## config.mk

```make
export PLATFORM = sky130hd
export DESIGN_NAME = dec_jogador_leds_flat
export DESIGN_NICKNAME = d
export VERILOG_FILES = /design/src/rtl/jogo_pkg.sv /design/src/rtl/dec_jogador_leds_if.sv /design/src/rtl/dec_jogador_leds_divisor_tique.sv /design/src/rtl/dec_jogador_leds.sv /design/src/flat_wrapper.sv
export SDC_FILE = /design/constraint.sdc
export NUM_CORES = 1
export LEC_CHECK = 0
export CORE_UTILIZATION = 35
export CTS_CLUSTER_SIZE = 30
export DETAILED_ROUTE_END_ITERATION = 16
export PLACE_DENSITY = 0.56
export SYNTH_ARGS = -nofsm -noshare
export SYNTH_HDL_FRONTEND = slang
export SYNTH_SLANG_ARGS = --single-unit
```

## constraint.sdc

```tcl
create_clock -name clock -period 5.35 [get_ports clock]
set_input_delay 0.535 -clock clock [delete_from_list [all_inputs] [get_ports clock]]
set_output_delay 0.535 -clock clock [all_outputs]
set_load 0.005 [all_outputs]
```

## src/rtl/jogo_pkg.sv

```systemverilog
// Shared game definitions for the player-LED reveal block and its sibling
// button-to-index converter.
//   N_JOGADORES    : number of players / LEDs (valid indices 0..N_JOGADORES-1)
//   W_JOGADOR      : width of a player index
//   estado_leds_t  : reveal sequencer states
//   onehot_jogador : index -> one-hot LED pattern (all zero for invalid index)
package jogo_pkg;

    localparam int unsigned N_JOGADORES = 5;
    localparam int unsigned W_JOGADOR   = 3;

    typedef enum logic [1:0] {
        OCIOSO,
        VARRE,
        PISCA,
        FIXO
    } estado_leds_t;

    function automatic logic [N_JOGADORES-1:0] onehot_jogador(input logic [W_JOGADOR-1:0] idx);
        logic [N_JOGADORES-1:0] res;
        res = '0;
        for (int unsigned i = 0; i < N_JOGADORES; i++) begin
            if (int'(idx) == int'(i)) res[i] = 1'b1;
        end
        return res;
    endfunction

endpackage

```

## src/rtl/dec_jogador_leds_if.sv

```systemverilog
// Control/status bundle between the game FSM and the player-LED driver.
//   exibir         : 1-cycle strobe, start a reveal of jogador
//   jogador        : player index, meaningful only with exibir
//   apagar         : abort / clear the display
//   leds_jogadores : one-hot LED drive, bit i = player i
//   ocupado        : reveal in progress (scan or blink)
//   pronto         : 1-cycle pulse when the LED settles steady
//   erro           : 1-cycle pulse on exibir with an invalid index
// master = game FSM side, slave = LED driver side.
interface dec_jogador_leds_if import jogo_pkg::*; ();

    logic                   exibir;
    logic [W_JOGADOR-1:0]   jogador;
    logic                   apagar;
    logic [N_JOGADORES-1:0] leds_jogadores;
    logic                   ocupado;
    logic                   pronto;
    logic                   erro;

    modport master (
        output exibir, jogador, apagar,
        input  leds_jogadores, ocupado, pronto, erro
    );

    modport slave (
        input  exibir, jogador, apagar,
        output leds_jogadores, ocupado, pronto, erro
    );

endinterface

```

## src/rtl/dec_jogador_leds_divisor_tique.sv

```systemverilog
// Free-running clock divider with synchronous clear.
//   clock, reset : system clock, asynchronous active-high reset
//   limpa        : hold/clear the count at 0
//   tique        : 1-cycle pulse on the last cycle of every DIV-cycle period
// W is the counter width, shared by all instances of the parent.
module divisor_tique #(
    parameter int unsigned DIV = 2,
    parameter int unsigned W   = 1
) (
    input  logic clock,
    input  logic reset,
    input  logic limpa,
    output logic tique
);

    localparam logic [W-1:0] ULTIMO = W'(DIV - 1);

    logic [W-1:0] contagem;

    always_ff @(posedge clock or posedge reset) begin
        if (reset) begin
            contagem <= '0;
        end else if (limpa || contagem == ULTIMO) begin
            contagem <= '0;
        end else begin
            contagem <= contagem + W'(1);
        end
    end

    assign tique = !limpa && (contagem == ULTIMO);

endmodule

```

## src/rtl/dec_jogador_leds.sv

```systemverilog
// Player-LED reveal sequencer: on a valid exibir it scans a single lit LED
// across all players, blinks the chosen player's LED, then holds it steady.
//   clock, reset : system clock, asynchronous active-high reset
//   bus (slave)  : exibir/jogador/apagar in; leds_jogadores/ocupado/pronto/erro out
// Player count comes from jogo_pkg so this block and the converter agree.
module dec_jogador_leds import jogo_pkg::*; #(
    parameter int unsigned DIV_VARRE    = 5_000_000,
    parameter int unsigned PASSOS_VARRE = 10,
    parameter int unsigned DIV_PISCA    = 12_500_000,
    parameter int unsigned N_PISCAS     = 3
) (
    input  logic               clock,
    input  logic               reset,
    dec_jogador_leds_if.slave  bus
);

    localparam int unsigned MAX_DIV   = (DIV_VARRE > DIV_PISCA) ? DIV_VARRE : DIV_PISCA;
    localparam int unsigned W_DIV     = (MAX_DIV > 1) ? $clog2(MAX_DIV) : 1;
    localparam int unsigned N_FASES   = 2 * N_PISCAS;
    localparam int unsigned MAX_PASSO = (PASSOS_VARRE > N_FASES) ? PASSOS_VARRE : N_FASES;
    localparam int unsigned W_PASSO   = $clog2(MAX_PASSO + 1);

    localparam logic [W_PASSO-1:0]     ULTIMO_PASSO = W_PASSO'(PASSOS_VARRE - 1);
    localparam logic [W_PASSO-1:0]     ULTIMA_FASE  = W_PASSO'(N_FASES - 1);
    localparam logic [N_JOGADORES-1:0] LED0         = N_JOGADORES'(1);

    estado_leds_t           estado;
    logic [W_JOGADOR-1:0]   indice;
    logic [W_PASSO-1:0]     passo;
    logic [N_JOGADORES-1:0] leds;
    logic                   ocupado;
    logic                   pronto;
    logic                   erro;

    logic valido;
    logic tique_varre;
    logic tique_pisca;
    logic limpa_varre;
    logic limpa_pisca;

    assign valido = int'(bus.jogador) < int'(N_JOGADORES);

    // Each divider is held at 0 outside its own state, so it always starts
    // from 0 on the edge that enters that state.
    assign limpa_varre = (estado != VARRE) || bus.apagar;
    assign limpa_pisca = (estado != PISCA) || bus.apagar;

    divisor_tique #(.DIV(DIV_VARRE), .W(W_DIV)) u_div_varre (
        .clock (clock),
        .reset (reset),
        .limpa (limpa_varre),
        .tique (tique_varre)
    );

    divisor_tique #(.DIV(DIV_PISCA), .W(W_DIV)) u_div_pisca (
        .clock (clock),
        .reset (reset),
        .limpa (limpa_pisca),
        .tique (tique_pisca)
    );

    always_ff @(posedge clock or posedge reset) begin
        if (reset) begin
            estado  <= OCIOSO;
            indice  <= '0;
            passo   <= '0;
            leds    <= '0;
            ocupado <= 1'b0;
            pronto  <= 1'b0;
            erro    <= 1'b0;
        end else begin
            pronto <= 1'b0;
            erro   <= 1'b0;
            if (bus.apagar) begin
                // apagar overrides any simultaneous exibir, valid or not.
                estado  <= OCIOSO;
                passo   <= '0;
                leds    <= '0;
                ocupado <= 1'b0;
            end else begin
                case (estado)
                    OCIOSO, FIXO: begin
                        if (bus.exibir) begin
                            if (valido) begin
                                indice  <= bus.jogador;
                                estado  <= VARRE;
                                passo   <= '0;
                                leds    <= LED0;
                                ocupado <= 1'b1;
                            end else begin
                                erro <= 1'b1;
                            end
                        end
                    end
                    VARRE: begin
                        if (tique_varre) begin
                            if (passo == ULTIMO_PASSO) begin
                                estado <= PISCA;
                                passo  <= '0;
                                leds   <= onehot_jogador(indice);
                            end else begin
                                passo <= passo + W_PASSO'(1);
                                leds  <= {leds[N_JOGADORES-2:0], leds[N_JOGADORES-1]};
                            end
                        end
                    end
                    PISCA: begin
                        if (tique_pisca) begin
                            if (passo == ULTIMA_FASE) begin
                                estado  <= FIXO;
                                passo   <= '0;
                                leds    <= onehot_jogador(indice);
                                ocupado <= 1'b0;
                                pronto  <= 1'b1;
                            end else begin
                                // Even phase numbers are lit; passo holds the
                                // phase being left, so odd passo -> lit next.
                                passo <= passo + W_PASSO'(1);
                                leds  <= passo[0] ? onehot_jogador(indice) : '0;
                            end
                        end
                    end
                    default: begin
                        estado <= OCIOSO;
                        leds   <= '0;
                    end
                endcase
            end
        end
    end

    assign bus.leds_jogadores = leds;
    assign bus.ocupado        = ocupado;
    assign bus.pronto         = pronto;
    assign bus.erro           = erro;

endmodule

```

## src/flat_wrapper.sv

```systemverilog
// flat-port wrapper written by rule: the top's interface ports become plain ports
module dec_jogador_leds_flat import jogo_pkg::*;
#(
    parameter int unsigned DIV_VARRE    = 5_000_000,
    parameter int unsigned PASSOS_VARRE = 10,
    parameter int unsigned DIV_PISCA    = 12_500_000,
    parameter int unsigned N_PISCAS     = 3
)
  (clock, reset, bus_exibir, bus_jogador, bus_apagar, bus_leds_jogadores, bus_ocupado, bus_pronto, bus_erro);
  dec_jogador_leds_if bus_i ();
  input  logic clock;
  input  logic reset;
  input wire logic [$bits(bus_i.exibir)-1:0] bus_exibir;
  input wire logic [$bits(bus_i.jogador)-1:0] bus_jogador;
  input wire logic [$bits(bus_i.apagar)-1:0] bus_apagar;
  output wire logic [$bits(bus_i.leds_jogadores)-1:0] bus_leds_jogadores;
  output wire logic [$bits(bus_i.ocupado)-1:0] bus_ocupado;
  output wire logic [$bits(bus_i.pronto)-1:0] bus_pronto;
  output wire logic [$bits(bus_i.erro)-1:0] bus_erro;
  assign bus_i.exibir = bus_exibir;
  assign bus_i.jogador = bus_jogador;
  assign bus_i.apagar = bus_apagar;
  assign bus_leds_jogadores = bus_i.leds_jogadores;
  assign bus_ocupado = bus_i.ocupado;
  assign bus_pronto = bus_i.pronto;
  assign bus_erro = bus_i.erro;
  dec_jogador_leds #(.DIV_VARRE(DIV_VARRE), .PASSOS_VARRE(PASSOS_VARRE), .DIV_PISCA(DIV_PISCA), .N_PISCAS(N_PISCAS)) u_core (.clock(clock), .reset(reset), .bus(bus_i));
endmodule
```

# --- Word level (Yosys, flattened, before mapping) ---
# Cells that the tools add are included.
word_totals:
  ff_bits: 65
  elab_cells: 95
  in_bits: 7
  out_inout_bits: 8
classes:
  n_eq_ne: 19
  n_reduce_logical: 16
  muxes: 46
  n_addsub: 3
  order_cmp: 1
  n_bitwise: 1
ops:
  columns: ["operator", "n"]
  rows:
  - ["$add A24 B1 Y24 const B", 2]
  - ["$mux W24", 2]
  - ["$mux W5", 8]
  - ["$mux W4", 7]
  - ["$eq A24 B23 Y1 const B", 1]
  - ["$eq A24 B24 Y1 const B", 1]
  - ["$mux W1", 18]
  - ["$ne A3 B2 Y1 const B", 5]
  - ["$pmux W5 S3", 1]
  - ["$mux W2", 7]
  - ["$pmux W4 S3", 1]
  - ["$eq A3 B3 Y1 const B", 3]
  - ["$reduce_and A4 Y1", 2]
  - ["$pmux W2 S3", 1]
  - ["$reduce_and A6 Y1", 1]
  - ["$reduce_and A5 Y1", 1]
  - ["$add A4 B1 Y4 const B", 1]
  - ["$eq A2 B2 Y1 const B", 2]
  - ["$eq A4 B3 Y1 const B", 1]
  - ["$eq A4 B4 Y1 const B", 1]
  - ["$logic_or A1 B1 Y1", 4]
  - ["$eq A3 B2 Y1 const B", 1]
  - ["$logic_not A3 Y1", 1]
  - ["$lt A3 B3 Y1 const B", 1]
  - ["other kinds (11)", 13]

# --- Depth between registers and ports, before layout ---
# Gate-level depths: netlist of run 1.
depth:
  depth_word: 7
  ltp_mapped: 8
  mapped_depth_nobuf: 7

# --- Modules after synthesis ---
# From an unflattened synthesis of run 1, not the netlist that was laid out.
hier_totals:
  cells_unflattened: 378
  area_unflattened_um2: 3692.3
by_module_without_submodules:
  columns: ["module", "cells_each", "n_inst", "seq_area_each_um2", "area_each_um2"]
  rows:
  - ["divisor_tique at u_core.u_div_pisca", 128, 1, 600.6, 1360.1]
  - ["divisor_tique at u_core.u_div_varre", 137, 1, 600.6, 1261.2]
  - ["dec_jogador_leds", 113, 1, 425.4, 1071.0]

# --- Worst setup path before layout of run 1 ---
# No wires, ideal clock.
synth_path:
  path_kind: "register to register"
  startpoint: "register u_core.u_div_varre.contagem[10]"
  endpoint: "register u_core.leds[0], in the netlist u_core.bus.leds_jogadores[0]"
  t_arrival_ns: 2.089
  n_path_buf: 0
  path_stages_with_launch: 6
  period_less_slack_ns: 2.214
  slack_ns: 3.136
  setup_ns: 0.125
  t_required_ns: 5.225
  cell_sequence: "dfrtp_1 or4b_4 nor4_4 a31oi_1 nor3_4 mux2_2"
synth_via:
  elab_chain_len: 4
synth_lines:
  columns: ["item", "line", "text"]
  rows:
  - ["start: declaration", "dec_jogador_leds_divisor_tique.sv:18", "logic [W-1:0] contagem;"]
  - ["start signal: assignment", "dec_jogador_leds_divisor_tique.sv:26", "contagem <= contagem + W'(1);"]
  - ["$eq A24 B23 Y1", "dec_jogador_leds_divisor_tique.sv:30", "assign tique = !limpa && (contagem == ULTIMO);"]
  - ["$logic_and A1 B1 Y1", "dec_jogador_leds_divisor_tique.sv:30", null]
  - ["$ne A3 B2 Y1 (no source line)", null, null]
  - ["$reduce_and A4 Y1 (no source line)", null, null]
  - ["end signal: assignment", "dec_jogador_leds.sv:100", "leds <= onehot_jogador(indice);"]
  - ["end signal: assignment", "dec_jogador_leds.sv:103", "leds <= {leds[N_JOGADORES-2:0], leds[N_JOGADORES-1]};"]
  - ["end signal: assignment", "dec_jogador_leds.sv:112", "leds <= onehot_jogador(indice);"]
  - ["end: declaration", "dec_jogador_leds.sv:30", "logic [N_JOGADORES-1:0] leds;"]
# Every way passes these cells.
# A chain may end at the register's enable or synchronous reset.

# --- Worst setup path after layout of run 1 ---
layout_path:
  startpoint: "register u_core.u_div_pisca.contagem[8]"
  endpoint: "register u_core.passo[3]"
layout_via:
  elab_chain_len: 4
layout_lines:
  columns: ["item", "line", "text"]
  rows:
  - ["start: declaration", "dec_jogador_leds_divisor_tique.sv:18", null]
  - ["start signal: assignment", "dec_jogador_leds_divisor_tique.sv:26", null]
  - ["$eq A24 B24 Y1", "dec_jogador_leds_divisor_tique.sv:30", null]
  - ["$logic_and A1 B1 Y1", "dec_jogador_leds_divisor_tique.sv:30", null]
  - ["$ne A3 B2 Y1 (no source line)", null, null]
  - ["$reduce_and A4 Y1 (no source line)", null, null]
  - ["end signal: assignment", "dec_jogador_leds.sv:102", "passo <= passo + W_PASSO'(1);"]
  - ["end signal: assignment", "dec_jogador_leds.sv:118", "passo <= passo + W_PASSO'(1);"]
  - ["end: declaration", "dec_jogador_leds.sv:29", "logic [W_PASSO-1:0] passo;"]
# Every way passes these cells.

==> results.yml, run 1 <==
final_layout:
  n_fill_cell: 938
  area_growth_pct: 12.8
  drive_gt1_frac: 0.0914
  n_antenna_cell: 0
  ff_latch_area_um2: 1630
  multi_input_area_um2: 1710
  fin_nets: 391
drt:
  wl_per_cell_um: 13.8
  ant_nets: 0
  drc: 0
  wl_mm: 7.08
  viasPerCell: 5.13
  drt_iter0_drc: 178
  drt-pass1-iter-count: 4
  dr_total_vias: 2626
critical_path:
  endpoint_kind: "register"
  crit_type: "reg2reg"
  cpLargestDelayFamily: "compound AO/OA/AOI/OAI gates"
  arrival_ps: 2740
  cp_cell_sequence: "or4b_1 > nor3_2 > a21o_1 > a41oi_1 > a31oi_1"
  slowest_stage: "a21o_1"
  slowest_delay_ps: 710
  worstPathRequired_ps: 5630
  critical_path.max_fanout: 25
  cp-start-kind: "register"
  critPathBufInv: 0
clock_tree:
  clk_latency_ps: 350
  clockRootBuffer: "clkbuf_8"
  cts_tree: "yes"
  cts_setup_buffers: 0
  clk_pin_slew_ps: 80
  cts_buffers: 9
  cts.path.max_buffers: 2
  clock_sinks: 65
  h-tree-depth: 3
  postCtsResizedCells: 0
  hold_buffers: 0
global_routing:
  use_met1: 0.211
  antenna_found_initial: 0
  grt_util_met2: 0.234
  grt_pass1_vias: 2580
  use_met3: 0.0442
  grt_max_degree: 66
  grt_pass1_wl_mm: 12.4
  grt_overflow: 0
  grt_util_all_layers: 0.157
  busiest_layer: "met2"
hold_path:
  worstHoldPathType: "reg2reg"
logic_synthesis:
  ys_types: 54
  seq_area_frac_synth: 0.468
  netlist_area_um2: 3470
  synth-seq-cells: 65
  ys_top_cells_by_area: "dfrtp_1 47%, xnor2_1 7.6%, nor2_1 5.7%, nand2_1 3.0%, nand3_1 2.4%"
  synth_nets: 379
  ys_async_sr_fraction: 1.00
  yosysTopAreaCellShare: 0.468
  ys.flop_type: "dfrtp_1"
  syn_avg_cell_area_um2: 9.49
  yosysTopAreaCell: "dfrtp_1"
  syn-instance-count: 366
  yosysWarnings: 0
  synth_edf_count: 0
floorplan:
  io_pins: 15
  die_w_um: 102
  core-area_um2: 9420
  die_h_um: 102
  initial_core_util: 0.369
  die_area_um2: 10300
  rows: 35
timing:
  finalHoldViolations: 0
  slew_violations: 0
  fin_crit_sh: 0.461
  fin_crit_ps: 2470
  finalSetupViolCount: 0
  rsz0062_at_grt: "no"
  finClkSkew_ps: 13.4
  tightest_slew_ps: 847
  max_freq_mhz: 405
  relSlewSlack: 0.436
  tns_ps: 0
power:
  vdd_ir_drop_max_v: 0.000251
  total_leakage_power_nw: 1.49
  power.density_cell_area_nw_per_um2: 320
  power_mw: 1.25
placement:
  numPortBuffers: 14
  place_congestion: 0.792
  dp_hpwl_mm: 4.69
outcome:
  status: "complete, no violations"
job:
  maxCapViolations: 0
[routing by layer]
layer  vias up  routed length (um)  share of wire
li1       1296                   -              -
met1      1281                3460           0.49
met2        40                3230           0.46
met3         9                 273          0.039
met4         0                 110          0.016
met5         -                   0              0
[metrics by stage]
stage               setup slack [ps]  hold WS [ps]  instances  area (um2)  utilization
floorplan                       3140           455        366        3470            -
global placement                2800           475        496        3720        0.395
detailed placement              2740           481        496        3720        0.395
CTS                             2850           493        512        3920        0.416
global route                    2620           503        512        3920        0.416
finish                          2880           489        512        3920        0.416
[power breakdown]
group          leakage [nW]  switching, mW  internal, mW
Clock                0.0921          0.210         0.218
Sequential            0.897         0.0473         0.525
Combinational         0.506          0.148         0.104
Total                  1.49          0.405         0.847
[worst paths after layout]
| kind | end | slack [ps] | cells past startpoint | startpoint |
|---|---|---|---|---|
| min reg2reg | u_core.u_div_pisca.contagem[0] | 490 | 1 | u_core.u_div_pisca.contagem[0] |
| max in group asynchronous | u_core.u_div_varre.contagem[2] | 4050 | 3 | reset |
| max reg2reg | u_core.passo[3] | 2880 | 5 | u_core.u_div_pisca.contagem[8] |
| max | u_core.passo[3] | 2880 | 5 | u_core.u_div_pisca.contagem[8] |
| min | u_core.u_div_pisca.contagem[0] | 490 | 1 | u_core.u_div_pisca.contagem[0] |
| min in group asynchronous | u_core.u_div_varre.contagem[13] | 760 | 3 | reset |
[layout make-up]
cell class / count / share of cell area
multi-input combinational: 269 / 0.437
sequential: 65 / 0.415
tap: 129 / 0.0412
timing repair buffer: 15 / 0.0377
clock buffer: 9 / 0.0316
clock inverter: 7 / 0.0201
inverter: 18 / 0.0172
[placed cells by master, fill, tap and decap left out, types with 6 or more instances in the layout]
cell and instances:
nor3_1 10, xor2_1 9, clkdlybuf4s50_1 14, dfrtp_1 65, nand2_1 28, inv_1 17
nor4_1 11, nor2_1 53, and3_1 6, o21ai_0 12, nand4_1 8, a21oi_1 9
nand3_1 17, clkbuf_8 9, ha_1 6, or3_1 8, xnor2_1 30
[sequential cells by signal (all words and copies together), names as in the netlist]
| name | cells |
|---|---|
| u_core.u_div_pisca.contagem | 24 |
| u_core.u_div_varre.contagem | 24 |
| u_core.bus.erro | 1 |
| u_core.indice | 3 |
| u_core.bus.leds_jogadores | 5 |
| u_core.bus.ocupado | 1 |
| u_core.passo | 4 |
| u_core.estado | 2 |
| u_core.bus.pronto | 1 |
[synth_stat cells, types with 9 or more instances]
cell / number
inv_1: 18
nand3_1: 17
nor2_1: 53
nor4_1: 11
nor3_1: 10
nand2_1: 28
xor2_1: 9
o21ai_0: 12
dfrtp_1: 65
a21oi_1: 9
xnor2_1: 30
clkbuf_1: 9
[kinds of logic (layout without fill, tap and decap cells)]
family                   after synthesis  after routing  share of synthesized area
flip-flops                            65             65                      0.468
AND/OR/NAND/NOR                      176            176                      0.274
multiplexers                           9              9                     0.0274
adder cells (fa/ha/maj)                6              6                     0.0216
AO/OA/AOI/OAI                         39             39                     0.0717
XOR/XNOR                              39             39                     0.0983
buffers and inverters                 32             49                     0.0385
(Power assumes the default switching activity.)
==> run 2: changes to the inputs <==
==> constraint.sdc (replaced) <==
create_clock -name clock -period 2.35 [get_ports clock]
set_input_delay 0.235 -clock clock [delete_from_list [all_inputs] [get_ports clock]]
set_output_delay 0.235 -clock clock [all_outputs]
set_load 0.005 [all_outputs]
==> run 2 against run 1 <==
Net effect:
- clock-buffer cell count unchanged
- utilization is 1.4 points higher
- first-iteration DRC count decreased by 30%
- non-clock buffer count rose by 11
- fmax increased by 11%
- global-route usage is essentially flat
- die area is the same
- critical path type unchanged
- largest power group unchanged
- highest routed layer unchanged
==> results.yml, run 2 (same netlist as run 1, synthesis figures left out) <==
hold_path:
  worstHoldPathType: "in2async"
critical_path:
  r2r_end: "u_core.bus.leds_jogadores[4]"
  slowest_stage: "or4b_4"
  ff2ff_setup_slack_ps: 120
  endpoint_kind: "register"
  critical_path.max_fanout: 5
  cp-start-kind: "register"
  rr_startpoint: "u_core.u_div_varre.contagem[17]"
  slowest_delay_ps: 540
  worstPathRequired_ps: 2570
  crit_type: "reg2reg"
  reg2reg_depth: 5
  arrival_ps: 2450
  crit_end: "u_core.bus.leds_jogadores[4]"
  cp-startpoint: "u_core.u_div_varre.contagem[17]"
  cp_cell_sequence: "or4b_4 > nor4_4 > a31oi_1 > nor3_4 > mux2_2"
clock_tree:
  cts_tree: "yes"
  clk_latency_ps: 350
  h-tree-depth: 3
  cts_buffers: 9
  clockRootBuffer: "clkbuf_8"
  cts_setup_buffers: 0
  clock_sinks: 65
  hold_buffers: 0
  clk_pin_slew_ps: 80
  postCtsResizedCells: 0
  cts.path.max_buffers: 2
drt:
  drc: 0
  wl_mm: 7.13
  drt_iter0_drc: 124
  drt-pass1-iter-count: 4
  viasPerCell: 5.05
  ant_nets: 0
  wl_per_cell_um: 13.6
  dr_total_vias: 2643
global_routing:
  grt_pass1_wl_mm: 12.6
  antenna_found_initial: 0
  grt_overflow: 0
  grt_util_all_layers: 0.157
  grt_pass1_vias: 2574
  grt_max_degree: 55
power:
  p_switching_mw: 0.914
  pwr-share-comb: 0.205
  power_mw: 3.10
  total_leakage_power_nw: 1.57
  intPower_mw: 2.19
  clockPowerShare: 0.375
  p_sw_frac: 0.295
  power.density_cell_area_nw_per_um2: 765
  p_seq_frac: 0.420
  vdd_ir_drop_max_v: 0.000438
timing:
  slew_violations: 0
  setup_ws_ps: 119
  tightest_slew_ps: 673
  whs_ps: 167
  finClkSkew_ps: 16.5
  relSlewSlack: 0.548
  fin_crit_sh: 0.949
  rsz0062_at_grt: "no"
  tns_ps: 0
  max_freq_mhz: 448
  finalSetupViolCount: 0
  fin_crit_ps: 2230
  finalHoldViolations: 0
placement:
  place_inst: 507
  dp_hpwl_mm: 5.01
  numPortBuffers: 14
  place_congestion: 0.799
  dpl_cell_area_um2: 3810
  place_ws_ps: 129
final_layout:
  finalInstanceArea_um2: 4050
  fin_nets: 402
  drive_gt1_frac: 0.117
  finish.utilization: 0.431
  fin_cells: 523
  mostFrequentLayoutCells: "65 x dfrtp_1, 53 x nor2_1, 30 x xnor2_1"
  n_antenna_cell: 0
  final_common_cell: "dfrtp_1"
  area_growth_pct: 16.7
job:
  maxCapViolations: 0
floorplan:
  die_area_um2: 10300
  initial_core_util: 0.369
  die_h_um: 102
  core-area_um2: 9420
  die_w_um: 102
  io_pins: 15
  rows: 35
outcome:
  status: "complete, no violations"
## run 2: changes by cell type in the layout (fill, tap and decap cells not counted), sizes merged
| cell | before | now |
|---|---|---|
| inv | 19 | 18 |
| bufinv | 1 | 3 |
| clkinvlp | 3 | 2 |
| buf | 1 | 12 |
## run 2: cell type report
cell class / count / area (um2)
clock buffer: 9 / 124
clock inverter: 7 / 119
inverter: 18 / 67.6
timing repair buffer: 26 / 243
tap: 129 / 161
multi-input combinational: 269 / 1710
fill: 924 / 5360
sequential: 65 / 1630
## run 2: worst max-delay path: cells and delay by family (launching register included)
family / cells / cell delay, ps
multiplexers: 1 / 370
AO/OA/AOI/OAI: 1 / 200
AND/OR/NAND/NOR: 3 / 1100
flip-flops: 1 / 430
## run 2: power groups by stage
stage	clock network (mW)	logic (mW)	registers, mW
2_1_floorplan	0	0.467	1.27
3_3_place_gp	0	0.645	1.32
3_5_place_dp	0	0.648	1.32
4_1_cts	1.20	0.648	1.30
5_1_grt	1.24	0.708	1.31
6_report	1.16	0.636	1.30
## run 2: how the worst min path moves through the flow
stage	cells past startpoint	from	endpoint
detailed placement	1	u_core.u_div_pisca.contagem[0]	u_core.u_div_pisca.contagem[0]
global placement	1	u_core.u_div_pisca.contagem[0]	u_core.u_div_pisca.contagem[0]
finish	2	reset	u_core.u_div_varre.contagem[19]
floorplan	2	bus_jogador[0]	u_core.indice[0]
CTS	2	reset	u_core.u_div_varre.contagem[22]
global route	2	reset	u_core.u_div_varre.contagem[22]
## run 2: layer usage
metal | share of wire | routed length, um | GRT usage | vias to the layer above
li1 | - | - | - | 1316
met1 | 0.52 | 3710 | 0.219 | 1278
met2 | 0.44 | 3130 | 0.241 | 38
met3 | 0.024 | 173 | 0.0290 | 11
met4 | 0.016 | 116 | 0.0602 | 0
met5 | 0 | 0 | 0 | -
==> run 3: changes to the inputs <==
--- a/config.mk
+++ b/config.mk
@@ -5,10 +5,12 @@
 export SDC_FILE = /design/constraint.sdc
 export NUM_CORES = 1
 export LEC_CHECK = 0
+export ABC_AREA = 1
 export CORE_UTILIZATION = 35
 export CTS_CLUSTER_SIZE = 30
 export DETAILED_ROUTE_END_ITERATION = 16
 export PLACE_DENSITY = 0.56
+export SLEW_MARGIN = 40
 export SYNTH_ARGS = -nofsm -noshare
 export SYNTH_HDL_FRONTEND = slang
 export SYNTH_SLANG_ARGS = --single-unit
==> run 3 against run 2 <==
Net effect:
- die area grew 15%
- global-route usage up 1.6 points
- clock-buffer cell count increased by 2
- combinational power is 6.8% higher
- clock skew decreased by 11 ps
- highest routed layer unchanged
- fmax up 14%
- clock power is 17% higher
- hold slack better by 51 ps
- synthesized cell count rose by 55%
- setup slack improved by 270 ps
==> results.yml, run 3 <==
timing:
  fin_crit_ps: 1960
  finalHoldViolations: 0
  finalSetupViolCount: 0
  max_freq_mhz: 510
  slew_violations: 0
  whs_ps: 218
  tns_ps: 0
  rsz0062_at_grt: "no"
  fin_crit_sh: 0.834
  relSlewSlack: 0.655
  tightest_slew_ps: 513
  finClkSkew_ps: 5.27
clock_tree:
  clock_sinks: 65
  cts.path.max_buffers: 2
  cts_setup_buffers: 0
  clk_pin_slew_ps: 60
  clk_latency_ps: 330
  h-tree-depth: 3
  hold_buffers: 0
  cts_tree: "yes"
  clockRootBuffer: "clkbuf_16"
  cts_buffers: 9
  postCtsResizedCells: 0
critical_path:
  ff2ff_setup_slack_ps: 390
  cp_cell_sequence: "ha_1 > nand2_1 > inv_2 > nand2_2 > nor2_1 > nand3_1 > nand2_2 > buf_4 > inv_2 > nand2_1 > nor2_1"
  rr_startpoint: "u_core.u_div_pisca.contagem[0]"
  cp-start-kind: "register"
  slowest_delay_ps: 400
  worstPathRequired_ps: 2570
  r2r_end: "u_core.u_div_pisca.contagem[18]"
  critical_path.max_fanout: 21
  reg2reg_depth: 11
  crit_type: "reg2reg"
  slowest_stage: "dfrtp_1"
  endpoint_kind: "register"
  arrival_ps: 2180
logic_synthesis:
  netlist_area_um2: 4020
  syn_avg_cell_area_um2: 7.10
  yosysTopAreaCellShare: 0.405
  seq_area_frac_synth: 0.405
  synth_nets: 579
  synth_edf_count: 0
  yosysTopAreaCell: "dfrtp_1"
  yosys-top-cells-count: "149 x nand2_1, 105 x nor2_1, 67 x inv_1"
  ys.flop_type: "dfrtp_1"
  yosysWarnings: 0
  synth-seq-cells: 65
  post-synth-top-count-cell: "nand2_1"
  ys_async_sr_fraction: 1.00
  syn-instance-count: 566
  ys_top_cells_by_area: "dfrtp_1 40%, nand2_1 14%, nor2_1 9.8%, inv_1 6.3%, nand3_1 6.2%"
  ys_types: 38
drt:
  ant_nets: 0
  wl_per_cell_um: 12.4
  drt_iter0_drc: 159
  dr_total_vias: 3551
  drt-pass1-iter-count: 5
  viasPerCell: 4.83
  drc: 0
  wl_mm: 9.14
placement:
  dp_hpwl_mm: 6.83
  numPortBuffers: 14
  place_congestion: 0.873
floorplan:
  rows: 38
  io_pins: 15
  initial_core_util: 0.364
  die_area_um2: 11900
  die_w_um: 109
  die_h_um: 109
  core-area_um2: 11000
power:
  vdd_ir_drop_max_v: 0.000581
  total_leakage_power_nw: 2.11
  power.density_cell_area_nw_per_um2: 708
  power_mw: 3.29
final_layout:
  final_common_cell: "nand2_1"
  n_antenna_cell: 0
  area_growth_pct: 15.6
  drive_gt1_frac: 0.0891
  fin_nets: 603
  mostFrequentLayoutCells: "149 x nand2_1, 105 x nor2_1, 66 x inv_1"
global_routing:
  grt_overflow: 0
  grt_max_degree: 34
  grt_util_all_layers: 0.173
  antenna_found_initial: 0
  grt_pass1_wl_mm: 15.8
  grt_pass1_vias: 3379
hold_path:
  worstHoldPathType: "in2async"
outcome:
  status: "complete, no violations"
job:
  maxCapViolations: 0
-- run 3: cells by family (layout without fill, tap and decap cells) --
kind of cell | after synthesis | in the layout | synth area share
and+or+nand+nor | 362 | 362 | 0.408
xor gates and xnor gates | 13 | 13 | 0.0283
DFF | 65 | 65 | 0.405
buffers and inverters | 80 | 109 | 0.0806
adders and majority gates | 6 | 6 | 0.0187
AOI/OAI and AO/OA | 40 | 40 | 0.0598
-- run 3: worst max-delay path, delay by kind of cell, from the launching register on --
kind / cells / cell delay [ps]
adder cells (fa/ha/maj): 1 / 210
AND/OR/NAND/NOR: 7 / 770
flip-flops: 1 / 400
buffers and inverters: 3 / 450
-- run 3: worst max path at each step --
stage                                               from                              end  cells past startpoint
after floorplan                                    reset                  u_core.bus.erro                      1
after global placement                        bus_apagar     u_core.bus.leds_jogadores[0]                      9
after detailed placement  u_core.u_div_pisca.contagem[0]  u_core.u_div_pisca.contagem[20]                     11
after CTS                 u_core.u_div_pisca.contagem[0]  u_core.u_div_pisca.contagem[20]                     11
after global routing      u_core.u_div_pisca.contagem[0]  u_core.u_div_pisca.contagem[18]                     11
final                     u_core.u_div_pisca.contagem[0]  u_core.u_div_pisca.contagem[18]                     11
-- run 3: metrics by stage --
step	cells	utilization	setup WS (ps)	instance area (um2)
finish	735	0.421	391	4650
global route	735	0.421	144	4650
CTS	735	0.421	360	4650
detailed placement	719	0.393	380	4340
global placement	719	0.393	460	4340
floorplan	566	-	489	4020
-- run 3: layer usage --
layer  global-route usage  vias to the layer above  share of wire
li1                     -                     1838              -
met1                0.227                     1624           0.49
met2                0.271                       75           0.46
met3               0.0389                       14          0.033
met4               0.0743                        0          0.019
met5                    0                        -              0
-- run 3: layout make-up --
type	count	area [um2]
flip-flops and latches	65	1630
fillers	1138	6380
inverters	74	278
well taps	140	175
repair buffers	19	190
clock buffers	11	243
multi-input cells	421	2070
clock inverters	5	63.8
-- run 3: where the power goes --
group | switching, mW | internal, mW
Clock | 0.499 | 0.857
Combinational | 0.450 | 0.228
Sequential | 0.0629 | 1.19
Total | 1.01 | 2.28
